--- config.mk ---
export PLATFORM = sky130hd
export DESIGN_NAME = sram_arbiter
export DESIGN_NICKNAME = d
export VERILOG_FILES = /design/src/rtl/sram_arbiter_pkg.sv /design/src/rtl/sram_arbiter.sv
export SDC_FILE = /design/constraint.sdc
export NUM_CORES = 1
export LEC_CHECK = 0
export CORE_AREA = 5 5 102 104
export DETAILED_ROUTE_END_ITERATION = 7
export DIE_AREA = 0 0 107 109
export PLACE_DENSITY = 0.76
export RECOVER_POWER = 100
export SLEW_MARGIN = 20
export SYNTH_ARGS = -nofsm -noshare
export SYNTH_HDL_FRONTEND = slang
export SYNTH_SLANG_ARGS = --single-unit
--- constraint.sdc ---
create_clock -name clk -period 2.6 [get_ports clk]
set_clock_uncertainty 0.1 [all_clocks]
set_input_delay 0.78 -clock clk [delete_from_list [all_inputs] [get_ports clk]]
set_output_delay 0.78 -clock clk [all_outputs]
set_load 0.02 [all_outputs]
--- src/rtl/sram_arbiter_pkg.sv ---
// Shared definitions for the SRAM port arbiter.
//   rsp_tag_e  : tag of the read currently in flight on the SRAM port
//   ADDR_W_DEF : default address width
//   DATA_W_DEF : default data width
//   BE_W       : byte-enable width of the SRAM port
package sram_arbiter_pkg;

    localparam int ADDR_W_DEF = 32;
    localparam int DATA_W_DEF = 32;
    localparam int BE_W       = 4;

    typedef enum logic [1:0] {
        IDLE = 2'd0,
        RD_I = 2'd1,
        RD_D = 2'd2
    } rsp_tag_e;

endpackage : sram_arbiter_pkg

--- src/rtl/sram_arbiter.sv ---
// Arbiter sharing one synchronous SRAM port between the instruction-fetch
// (i-side, read only) and load/store (d-side) requesters.
//   clk, rst                         : clock, asynchronous active-high reset
//   i_req/i_addr -> i_gnt            : i-side read request and its grant
//   i_rvalid/i_rdata                 : i-side read return, one cycle after grant
//   d_req/d_wen/d_addr/d_wdata -> d_gnt : d-side request (d_wen == 0 is a read)
//   d_rvalid/d_rdata                 : d-side read return, one cycle after grant
//   sram_en/wen/addr/wdata, sram_rdata : SRAM pins
// The d-side has priority; after MAX_WAIT consecutive lost cycles the i-side
// is forced to win the next collision.
module sram_arbiter
    import sram_arbiter_pkg::*;
#(
    parameter int ADDR_W   = ADDR_W_DEF,
    parameter int DATA_W   = DATA_W_DEF,
    parameter int MAX_WAIT = 4
) (
    input  logic              clk,
    input  logic              rst,
    input  logic              i_req,
    input  logic [ADDR_W-1:0] i_addr,
    output logic              i_gnt,
    output logic              i_rvalid,
    output logic [DATA_W-1:0] i_rdata,
    input  logic              d_req,
    input  logic [BE_W-1:0]   d_wen,
    input  logic [ADDR_W-1:0] d_addr,
    input  logic [DATA_W-1:0] d_wdata,
    output logic              d_gnt,
    output logic              d_rvalid,
    output logic [DATA_W-1:0] d_rdata,
    output logic              sram_en,
    output logic [BE_W-1:0]   sram_wen,
    output logic [ADDR_W-1:0] sram_addr,
    output logic [DATA_W-1:0] sram_wdata,
    input  logic [DATA_W-1:0] sram_rdata
);

    localparam int               CNT_W      = $clog2(MAX_WAIT + 1);
    localparam logic [CNT_W-1:0] WAIT_LIMIT = CNT_W'(MAX_WAIT);
    localparam logic [CNT_W-1:0] CNT_ONE    = CNT_W'(1);
    localparam logic [CNT_W-1:0] CNT_ZERO   = {CNT_W{1'b0}};

    rsp_tag_e         state_r;
    rsp_tag_e         state_nxt_s;
    logic [CNT_W-1:0] wait_cnt_r;
    logic [CNT_W-1:0] wait_cnt_nxt_s;
    logic             i_win_s;
    logic             d_win_s;

    // Arbitration: d-side priority unless the i-side has waited MAX_WAIT cycles.
    // Grants are suppressed while reset is asserted.
    always_comb begin
        i_win_s = 1'b0;
        d_win_s = 1'b0;
        if (rst) begin
            i_win_s = 1'b0;
            d_win_s = 1'b0;
        end else if (i_req && d_req) begin
            if (wait_cnt_r == WAIT_LIMIT) begin
                i_win_s = 1'b1;
            end else begin
                d_win_s = 1'b1;
            end
        end else if (i_req) begin
            i_win_s = 1'b1;
        end else if (d_req) begin
            d_win_s = 1'b1;
        end else begin
            i_win_s = 1'b0;
            d_win_s = 1'b0;
        end
    end

    assign i_gnt = i_win_s;
    assign d_gnt = d_win_s;

    // SRAM pin mux: the winner drives the port; an i-side access is always a read.
    always_comb begin
        sram_en    = 1'b0;
        sram_wen   = {BE_W{1'b0}};
        sram_addr  = {ADDR_W{1'b0}};
        sram_wdata = {DATA_W{1'b0}};
        if (i_win_s) begin
            sram_en   = 1'b1;
            sram_addr = i_addr;
        end else if (d_win_s) begin
            sram_en    = 1'b1;
            sram_wen   = d_wen;
            sram_addr  = d_addr;
            sram_wdata = d_wdata;
        end else begin
            sram_en = 1'b0;
        end
    end

    // Anti-starvation counter: counts consecutive cycles the i-side requested
    // but lost, saturating at MAX_WAIT; any i-grant or idle i-side clears it.
    always_comb begin
        wait_cnt_nxt_s = CNT_ZERO;
        if (i_req && !i_win_s) begin
            if (wait_cnt_r == WAIT_LIMIT) begin
                wait_cnt_nxt_s = wait_cnt_r;
            end else begin
                wait_cnt_nxt_s = wait_cnt_r + CNT_ONE;
            end
        end else begin
            wait_cnt_nxt_s = CNT_ZERO;
        end
    end

    // State register and anti-starvation counter.
    always_ff @(posedge clk or posedge rst) begin
        if (rst) begin
            state_r    <= IDLE;
            wait_cnt_r <= CNT_ZERO;
        end else begin
            state_r    <= state_nxt_s;
            wait_cnt_r <= wait_cnt_nxt_s;
        end
    end

    // Response tag next state: every state re-evaluates the current grant so
    // back-to-back accesses pipeline without bubbles.
    always_comb begin
        state_nxt_s = IDLE;
        case (state_r)
            IDLE, RD_I, RD_D: begin
                if (i_win_s) begin
                    state_nxt_s = RD_I;
                end else if (d_win_s && (d_wen == {BE_W{1'b0}})) begin
                    state_nxt_s = RD_D;
                end else begin
                    state_nxt_s = IDLE;
                end
            end
            default: state_nxt_s = IDLE;
        endcase
    end

    // Read-return strobes; gating with rst drops an in-flight read at once.
    always_comb begin
        i_rvalid = 1'b0;
        d_rvalid = 1'b0;
        if (rst) begin
            i_rvalid = 1'b0;
            d_rvalid = 1'b0;
        end else begin
            i_rvalid = (state_r == RD_I);
            d_rvalid = (state_r == RD_D);
        end
    end

    // Both requesters see the raw SRAM data, qualified by their own valid.
    assign i_rdata = sram_rdata;
    assign d_rdata = sram_rdata;

endmodule : sram_arbiter

* Yosys cells after proc, flatten, opt, wreduce, memory -nomap -nowiden *
Index checks and enable logic that the tools add are counted.

storage, ports and cells
  register bits = 5
  input port bits = 136
  output and inout bits = 137
  logic and storage cells = 38

cells by class
  $add $sub $neg = 1
  equality and inequality tests = 4
  muxes and demuxes = 24
  reductions and logical operators = 7

operators with widths
  kind                                           number
  two-way mux 32 bit                             4
  two-way mux 1 bit                              13
  two-way mux 4 bit                              2
  two-way mux 2 bit                              3
  two-way mux 3 bit                              2
  zero test 4 bit                                1
  adder 3 x 1 -> 3 bit, second input constant    1
  == test 3 bit, second input constant           1
  logical AND 1 bit                              3
  OR reduction 3 bit                             1
  == test 2 x 1 -> 1 bit, second input constant  1
  == test 2 bit, second input constant           1
  zero test 2 bit                                1
  != test 2 bit, second input constant           1
  zero test 1 bit                                1

* Depth between registers and ports, before layout *
Gate-level depths: netlist of run 1.

  depth after elaboration = 8
  mapped depth = 6
  gate-level depth less buffers = 5

* Worst setup path before layout of run 1 *
Ideal clock, no wire load.

  kind = input to output
  start point = input d_req
  end point = output sram_wdata[15]
  arrival time = 1.688 ns
  data required time = 1.720 ns
  path slack = 0.032 ns
  stages = 4
  path buffers = 1
  cells stage by stage = inv_2 -> a311oi_2 -> buf_2 -> and2_1

on the way
  longest elaborated chain between the ends = 6
  elaborated cells between the ends (all ways) = 9
  those cells by class = mux: 8; reduce/logical: 1

RTL lines
  item                  line                source
  start, declared       sram_arbiter.sv:25  input logic d_req,
  two-way mux 1 bit     sram_arbiter.sv:67  end else if (d_req) begin
  two-way mux 1 bit     sram_arbiter.sv:65  end else if (i_req) begin
  two-way mux 1 bit *   sram_arbiter.sv:59  end else if (i_req && d_req) begin
  two-way mux 1 bit *   sram_arbiter.sv:56  if (rst) begin
  named net d_gnt       sram_arbiter.sv:29  output logic d_gnt,
  two-way mux 32 bit *  sram_arbiter.sv:87  end else if (d_win_s) begin
  two-way mux 32 bit *  sram_arbiter.sv:84  if (i_win_s) begin
  end, declared         sram_arbiter.sv:35  output logic [DATA_W-1:0] sram_wdata,

Mark *: on every way through the listed nets, which the timed path passes. The rest lies on a longest branch.

* Worst setup path after layout of run 1 *
  start point = input rst
  end point = output sram_addr[18]

on the way
  longest elaborated chain between the ends = 3
  elaborated cells between the ends (all ways) = 4
  those cells by class = mux: 4

RTL lines
  item                  line                source
  start, declared       sram_arbiter.sv:19  input logic rst,
  two-way mux 1 bit     sram_arbiter.sv:56
  two-way mux 32 bit    sram_arbiter.sv:87
  two-way mux 32 bit *  sram_arbiter.sv:84
  end, declared         sram_arbiter.sv:34  output logic [ADDR_W-1:0] sram_addr,

Mark *: on every way between the ends. The rest lies on a longest branch, timed or not.

==> results of run 1 <==
-- state kept, by name, indices dropped and copies added, names as in the netlist --
name	count
wait_cnt_r	3
state_r	2
-- cell usage in the layout, fill, tap and decap left out, types with 2 or more instances in the layout --
master,netlist,routed
a21oi_1,3,3
a22o_1,32,31
and2_4,0,36
buf_12,0,12
buf_16,0,7
buf_4,67,14
buf_6,0,82
buf_8,0,3
clkbuf_1,3,2
clkbuf_16,0,2
clkbuf_2,0,2
clkbuf_8,0,3
clkdlybuf4s50_1,0,99
dfrtp_1,5,5
inv_1,4,2
inv_2,1,3
nand4_1,2,2
nor3b_1,2,2
o211ai_1,2,2
-- through the flow --
stage | power (W) | utilization, % | area, µm² | setup TNS [ns] | worst slack (ns)
final | 0.000855 | 39.3 | 3710 | -9.80 | -0.210
after global routing | 0.000897 | 39.3 | 3710 | -12.17 | -0.243
after CTS | 0.000853 | 38.6 | 3650 | -10.40 | -0.232
after detailed placement | 0.000548 | 30.3 | 2870 | -71.94 | -1.05
after global placement | 0.000541 | 30.3 | 2870 | -73.59 | -1.08
after floorplan | 0.000388 | - | 1360 | 0 | 0.0317
-- area by class of cell --
type	instances	area share (%)
timing repair buffer	225	69.6
multi-input combinational	90	21.5
tap	114	3.84
sequential	5	3.37
clock buffer	4	1.21
inverter	5	0.505
-- what timing repair did --
item	4_1_cts	5_1_grt
resized for setup	498	18
setup endpoints to repair	73	72
pin swaps	28	44
endpoints found under the hold margin	0	0
gates cloned	11	2
setup buffers	21	6
-- worst min path at each step --
stage / from / endpoint / slack [ns] / cells after the start
6_report: wait_cnt_r[0] / wait_cnt_r[0] / 0.50 / 3
5_1_grt: wait_cnt_r[0] / wait_cnt_r[0] / 0.53 / 3
4_1_cts: state_r[1] / state_r[0] / 0.50 / 2
3_5_place_dp: wait_cnt_r[0] / wait_cnt_r[0] / 0.48 / 3
3_3_place_gp: wait_cnt_r[0] / wait_cnt_r[0] / 0.47 / 3
2_1_floorplan: wait_cnt_r[0] / wait_cnt_r[0] / 0.43 / 2
-- layer usage --
layer / track usage [%] / share of wire (%) / up-vias
li1: - / - / 851
met1: 13.7 / 35 / 812
met2: 24.6 / 54 / 117
met3: 4.09 / 8.7 / 23
met4: 3.65 / 2.7 / 0
met5: 0 / 0 / -
-- critical path, stage by stage --
cell and delay [ns]:
buf_8 0.10, a311oi_4 0.25, buf_6 0.15, buf_6 0.11
buf_8 0.11, buf_12 0.12, a22o_1 0.16, buf_6 0.13
-- kinds of logic (layout without fill, tap and decap cells) --
kind of cell / Yosys count / in the layout / synth area share [%]
adders and majority gates: 2 / 2 / 1.84
and+or+nand+nor: 47 / 47 / 21.5
buffers and inverters: 80 / 234 / 41.1
AOI/OAI and AO/OA: 41 / 41 / 26.3
DFF: 5 / 5 / 9.23
-- power breakdown --
part            total, W  leakage [nW]  internal [W]  switching [W]
Sequential     0.0000850        0.0675     0.0000820     0.00000296
Clock           0.000146        0.0228      0.000105      0.0000406
Combinational   0.000624          1.57      0.000398       0.000226
==> impl_metrics.json, run 1 <==
{
  "timing.final.crit_period_ns": 2.81,
  "first_iter_violations": 35,
  "synth_edf_count": 0,
  "cap_violations": 0,
  "nNetsFinal": 468,
  "synth_area_per_cell_um2": 7.75,
  "synthTopCellsByCount": "buf_4, and2_1, a22o_1, buf_2, dfrtp_1",
  "finalWirelength_mm": 8.29,
  "die_w_um": 107,
  "ir_worst_vdd_v": 0.000137,
  "synth_seq_area_share_pct": 9.23,
  "ctsHoldBuffers": 0,
  "async_flop_share_pct": 100,
  "syn_nets": 313,
  "vias": 1803,
  "finalWorstSetupSlack_ns": -0.210,
  "syn_inst": 175,
  "cp-endpoint": "sram_addr[18]",
  "r2r_start": "wait_cnt_r[1]",
  "ys_ff_latch": 5,
  "report.final.slew_viol_count": 0,
  "cellLeakagePower_nw": 1.66,
  "cts_made_buffers": 3,
  "clk_pin_slew_ns": 0.04,
  "die_y_um": 109,
  "setup_violations": 70,
  "violations": "setup timing",
  "endpoint_kind": "output pin",
  "die_area_um2": 11700,
  "area.sequential_um2": 125,
  "clockBufferDepth": 2,
  "finalHoldWorstSlack_ns": 0.501,
  "hold_class": "reg2reg",
  "overflow": 0,
  "tightest_slew_ns": 0.386,
  "r2r_cells": 8,
  "max_freq_mhz": 356,
  "startpoint": "rst",
  "slew_headroom_pct": 74.2,
  "antenna_found_initial": 0,
  "dominantRegCellSynth": "dfrtp_1",
  "fill_cells": 941,
  "clock_latency_ns": 0.22,
  "synth_most_common_cell": "buf_4",
  "fin_crit_sh_pct": 108,
  "ys_types": 22,
  "grt.total_usage_pct": 12.9,
  "dp_hpwl_mm": 5.46,
  "drc": 0,
  "core_um2": 9460,
  "antenna-diode-count": 0,
  "cts-root-buf": "clkbuf_8",
  "rsz0062_at_grt": "true",
  "yosys.area.top_type": "buf_4",
  "required_ns": 1.72,
  "via_per_inst": 4.07,
  "initial_core_util_pct": 14.3,
  "ant_nets": 0,
  "cts_tree": "built",
  "grt_pass1_vias": 2063,
  "io_pins": 273,
  "status": "finished, violations left",
  "p_per_area_nw_per_um2": 230,
  "hold_violations": 0,
  "portBuffers": 176,
  "rrSetupSlack_ns": 0.89,
  "dr.pass1.iters": 3,
  "synth_top_area_share_pct": 37.1,
  "routabilityCongestion": 0.774,
  "multiInputGateArea_um2": 798,
  "cts-htree-levels": 1,
  "synthTopCellsByArea": "buf_4, a22o_1, and2_1",
  "rows": 36,
  "drive_gt1_share_pct": 51.7,
  "cts.sinks": 5,
  "r2r_end": "state_r[1]",
  "worstSetupPathType": "in2out",
  "area_delta_synth_final_pct": 174,
  "netlist_area_um2": 1360,
  "start_kind": "input pin",
  "grt_pass1_wl_mm": 11.6,
  "placed_cells": 403,
  "arrival_ns": 1.93,
  "post_drt_wl_per_cell_um": 18.7,
  "grt_max_degree": 11,
  "ys_warn_count": 0,
  "critPathMaxFanout": 8,
  "final_cells": 443
}
No activity file was read; power rests on OpenSTA's default activity.
==> run 2: changes to the inputs <==
--- a/config.mk
+++ b/config.mk
@@ -10,6 +10,7 @@
 export DIE_AREA = 0 0 107 109
 export PLACE_DENSITY = 0.76
 export RECOVER_POWER = 100
+export SKIP_CTS_REPAIR_TIMING = 1
 export SLEW_MARGIN = 20
 export SYNTH_ARGS = -nofsm -noshare
 export SYNTH_HDL_FRONTEND = slang
==> run 2 against run 1 <==
The flow still finishes with violations (setup timing). Critical path depth is 1 lower. Register-to-register slack worse by 0.03 ns. Sequential share of layout area is 0.36 points higher. Sequential power hardly changed. Global-route usage is 3.4 points lower. Worst setup slack better by 0.032 ns. Clock power hardly changed. Clock-buffer cell count stayed put. Hold slack worse by 0.00081 ns. Fmax is 1.2% higher. Largest power group unchanged.
==> impl_metrics.json, run 2 (synthesis gave the netlist of run 1 again) <==
{
  "timing.final.crit_period_ns": 2.78,
  "overflow": 0,
  "die_y_um": 109,
  "cts_made_buffers": 3,
  "clockBufferDepth": 2,
  "clock_latency_ns": 0.22,
  "hold_violations": 0,
  "dr.pass1.iters": 3,
  "initial_core_util_pct": 14.3,
  "cp_cell_sequence": "buf_8, buf_6, a211oi_4, buf_6, clkbuf_16, a22o_1, buf_6",
  "arrival_ns": 1.90,
  "grt_max_degree": 42,
  "finalWorstSetupSlack_ns": -0.178,
  "final_cells": 424,
  "start_kind": "input pin",
  "die_w_um": 107,
  "rows": 36,
  "final_cell_mix": "clkdlybuf4s50_1, buf_6, and2_4, a22o_1, buf_4",
  "final_area_um2": 3350,
  "endpoint_kind": "output pin",
  "final_common_cell": "clkdlybuf4s50_1",
  "top_register": "wait_cnt_r",
  "required_ns": 1.72,
  "core_um2": 9460,
  "cp_slowest_cell": "a211oi_4",
  "status": "finished, violations left",
  "crit_buf_inv": 5,
  "clk_pin_slew_ns": 0.03,
  "die_area_um2": 11700,
  "crit_family": "buffers and inverters",
  "post_drt_wl_per_cell_um": 18.3,
  "whs_path_depth": 2,
  "ant_nets": 0,
  "first_iter_violations": 49,
  "cts.sinks": 5,
  "drive_gt1_share_pct": 46.8,
  "top_regs": "wait_cnt_r: 3 flops, state_r: 2 flops",
  "area_delta_synth_final_pct": 147,
  "critPathMaxFanout": 5,
  "cp_num_cells": 7,
  "cap_violations": 0,
  "max_freq_mhz": 360,
  "antenna_found_initial": 0,
  "place_area_um2": 2870,
  "r2r_start": "wait_cnt_r[0]",
  "p_per_area_nw_per_um2": 234,
  "drc": 0,
  "io_pins": 273,
  "rrSetupSlack_ns": 0.86,
  "hold_class": "reg2reg",
  "ir_worst_vdd_v": 0.000152,
  "violations": "setup timing",
  "slew_headroom_pct": 77.9,
  "tightest_slew_ns": 0.328,
  "slowest_delay_ns": 0.28,
  "cts-htree-levels": 1,
  "grt_pass1_vias": 1739,
  "cts_tree": "built",
  "routabilityCongestion": 0.774,
  "cts-root-buf": "clkbuf_8",
  "antenna-diode-count": 0,
  "vias": 1716,
  "portBuffers": 176,
  "hold-path-endpoint": "state_r[0]",
  "r2r_end": "state_r[0]",
  "finalWirelength_mm": 7.76,
  "rsz0062_at_grt": "true",
  "worstHoldStart": "state_r[1]",
  "setup_violations": 68,
  "fill_cells": 960,
  "nNetsFinal": 449,
  "r2r_cells": 8,
  "report.final.slew_viol_count": 0,
  "via_per_inst": 4.05,
  "largest_register_ffs": 3,
  "finalHoldWorstSlack_ns": 0.500,
  "grt_pass1_wl_mm": 8.89,
  "path_common_cell": "buf_6",
  "worstSetupPathType": "in2out",
  "fin_crit_sh_pct": 107,
  "dp_hpwl_mm": 5.46,
  "cellLeakagePower_nw": 1.54,
  "grt.total_usage_pct": 9.59,
  "placed_cells": 403
}
==> run 2: worst max-delay path by stage <==
| stage | start | to | slack (ns) |
|---|---|---|---|
| after floorplan | d_req | sram_wdata[15] | 0.03 |
| after global placement | d_req | sram_addr[18] | -1.08 |
| after detailed placement | d_req | sram_addr[18] | -1.05 |
| after CTS | d_req | sram_addr[29] | -1.07 |
| after global routing | wait_cnt_r[0] | sram_addr[30] | -0.24 |
| final | rst | sram_addr[30] | -0.18 |
==> run 2: power by group <==
| group | switching, W | internal [W] | total (W) |
|---|---|---|---|
| Sequential | 0.00000307 | 0.0000820 | 0.0000851 |
| Combinational | 0.000210 | 0.000345 | 0.000555 |
| Clock | 0.0000386 | 0.000105 | 0.000144 |
==> run 2: tightest hold or removal path, stage by stage (launching register included) <==
cell and delay [ns]:
dfrtp_1 0.37, nand2_1 0.07, and2_1 0.12
==> run 2: per-stage QoR <==
| stage | utilization, % | setup TNS [ns] | setup WS [ns] | power [W] |
|---|---|---|---|---|
| finish | 35.4 | -6.66 | -0.178 | 0.000784 |
| global route | 35.4 | -9.80 | -0.239 | 0.000822 |
| CTS | 30.8 | -73.33 | -1.07 | 0.000699 |
| detailed placement | 30.3 | -71.94 | -1.05 | 0.000548 |
| global placement | 30.3 | -73.59 | -1.08 | 0.000541 |
| floorplan | - | 0 | 0.0317 | 0.000388 |
==> run 2: cell type report <==
class                           instances  area (µm²)  area share (%)
Timing Repair Buffer                  206        2240            66.7
Sequential cell                         5         125            3.73
Multi-Input combinational cell         90         785            23.4
Tap cell                              114         143            4.26
Inverter                                5        18.8           0.560
Clock buffer                            4        45.0            1.34
==> run 2: layer usage <==
metal | vias to the layer above | part of all wire, % | track usage (%)
li1 | 807 | - | -
met1 | 779 | 35 | 9.19
met2 | 115 | 53 | 18.9
met3 | 15 | 9.7 | 3.85
met4 | 0 | 1.7 | 2.47
met5 | - | 0 | 0
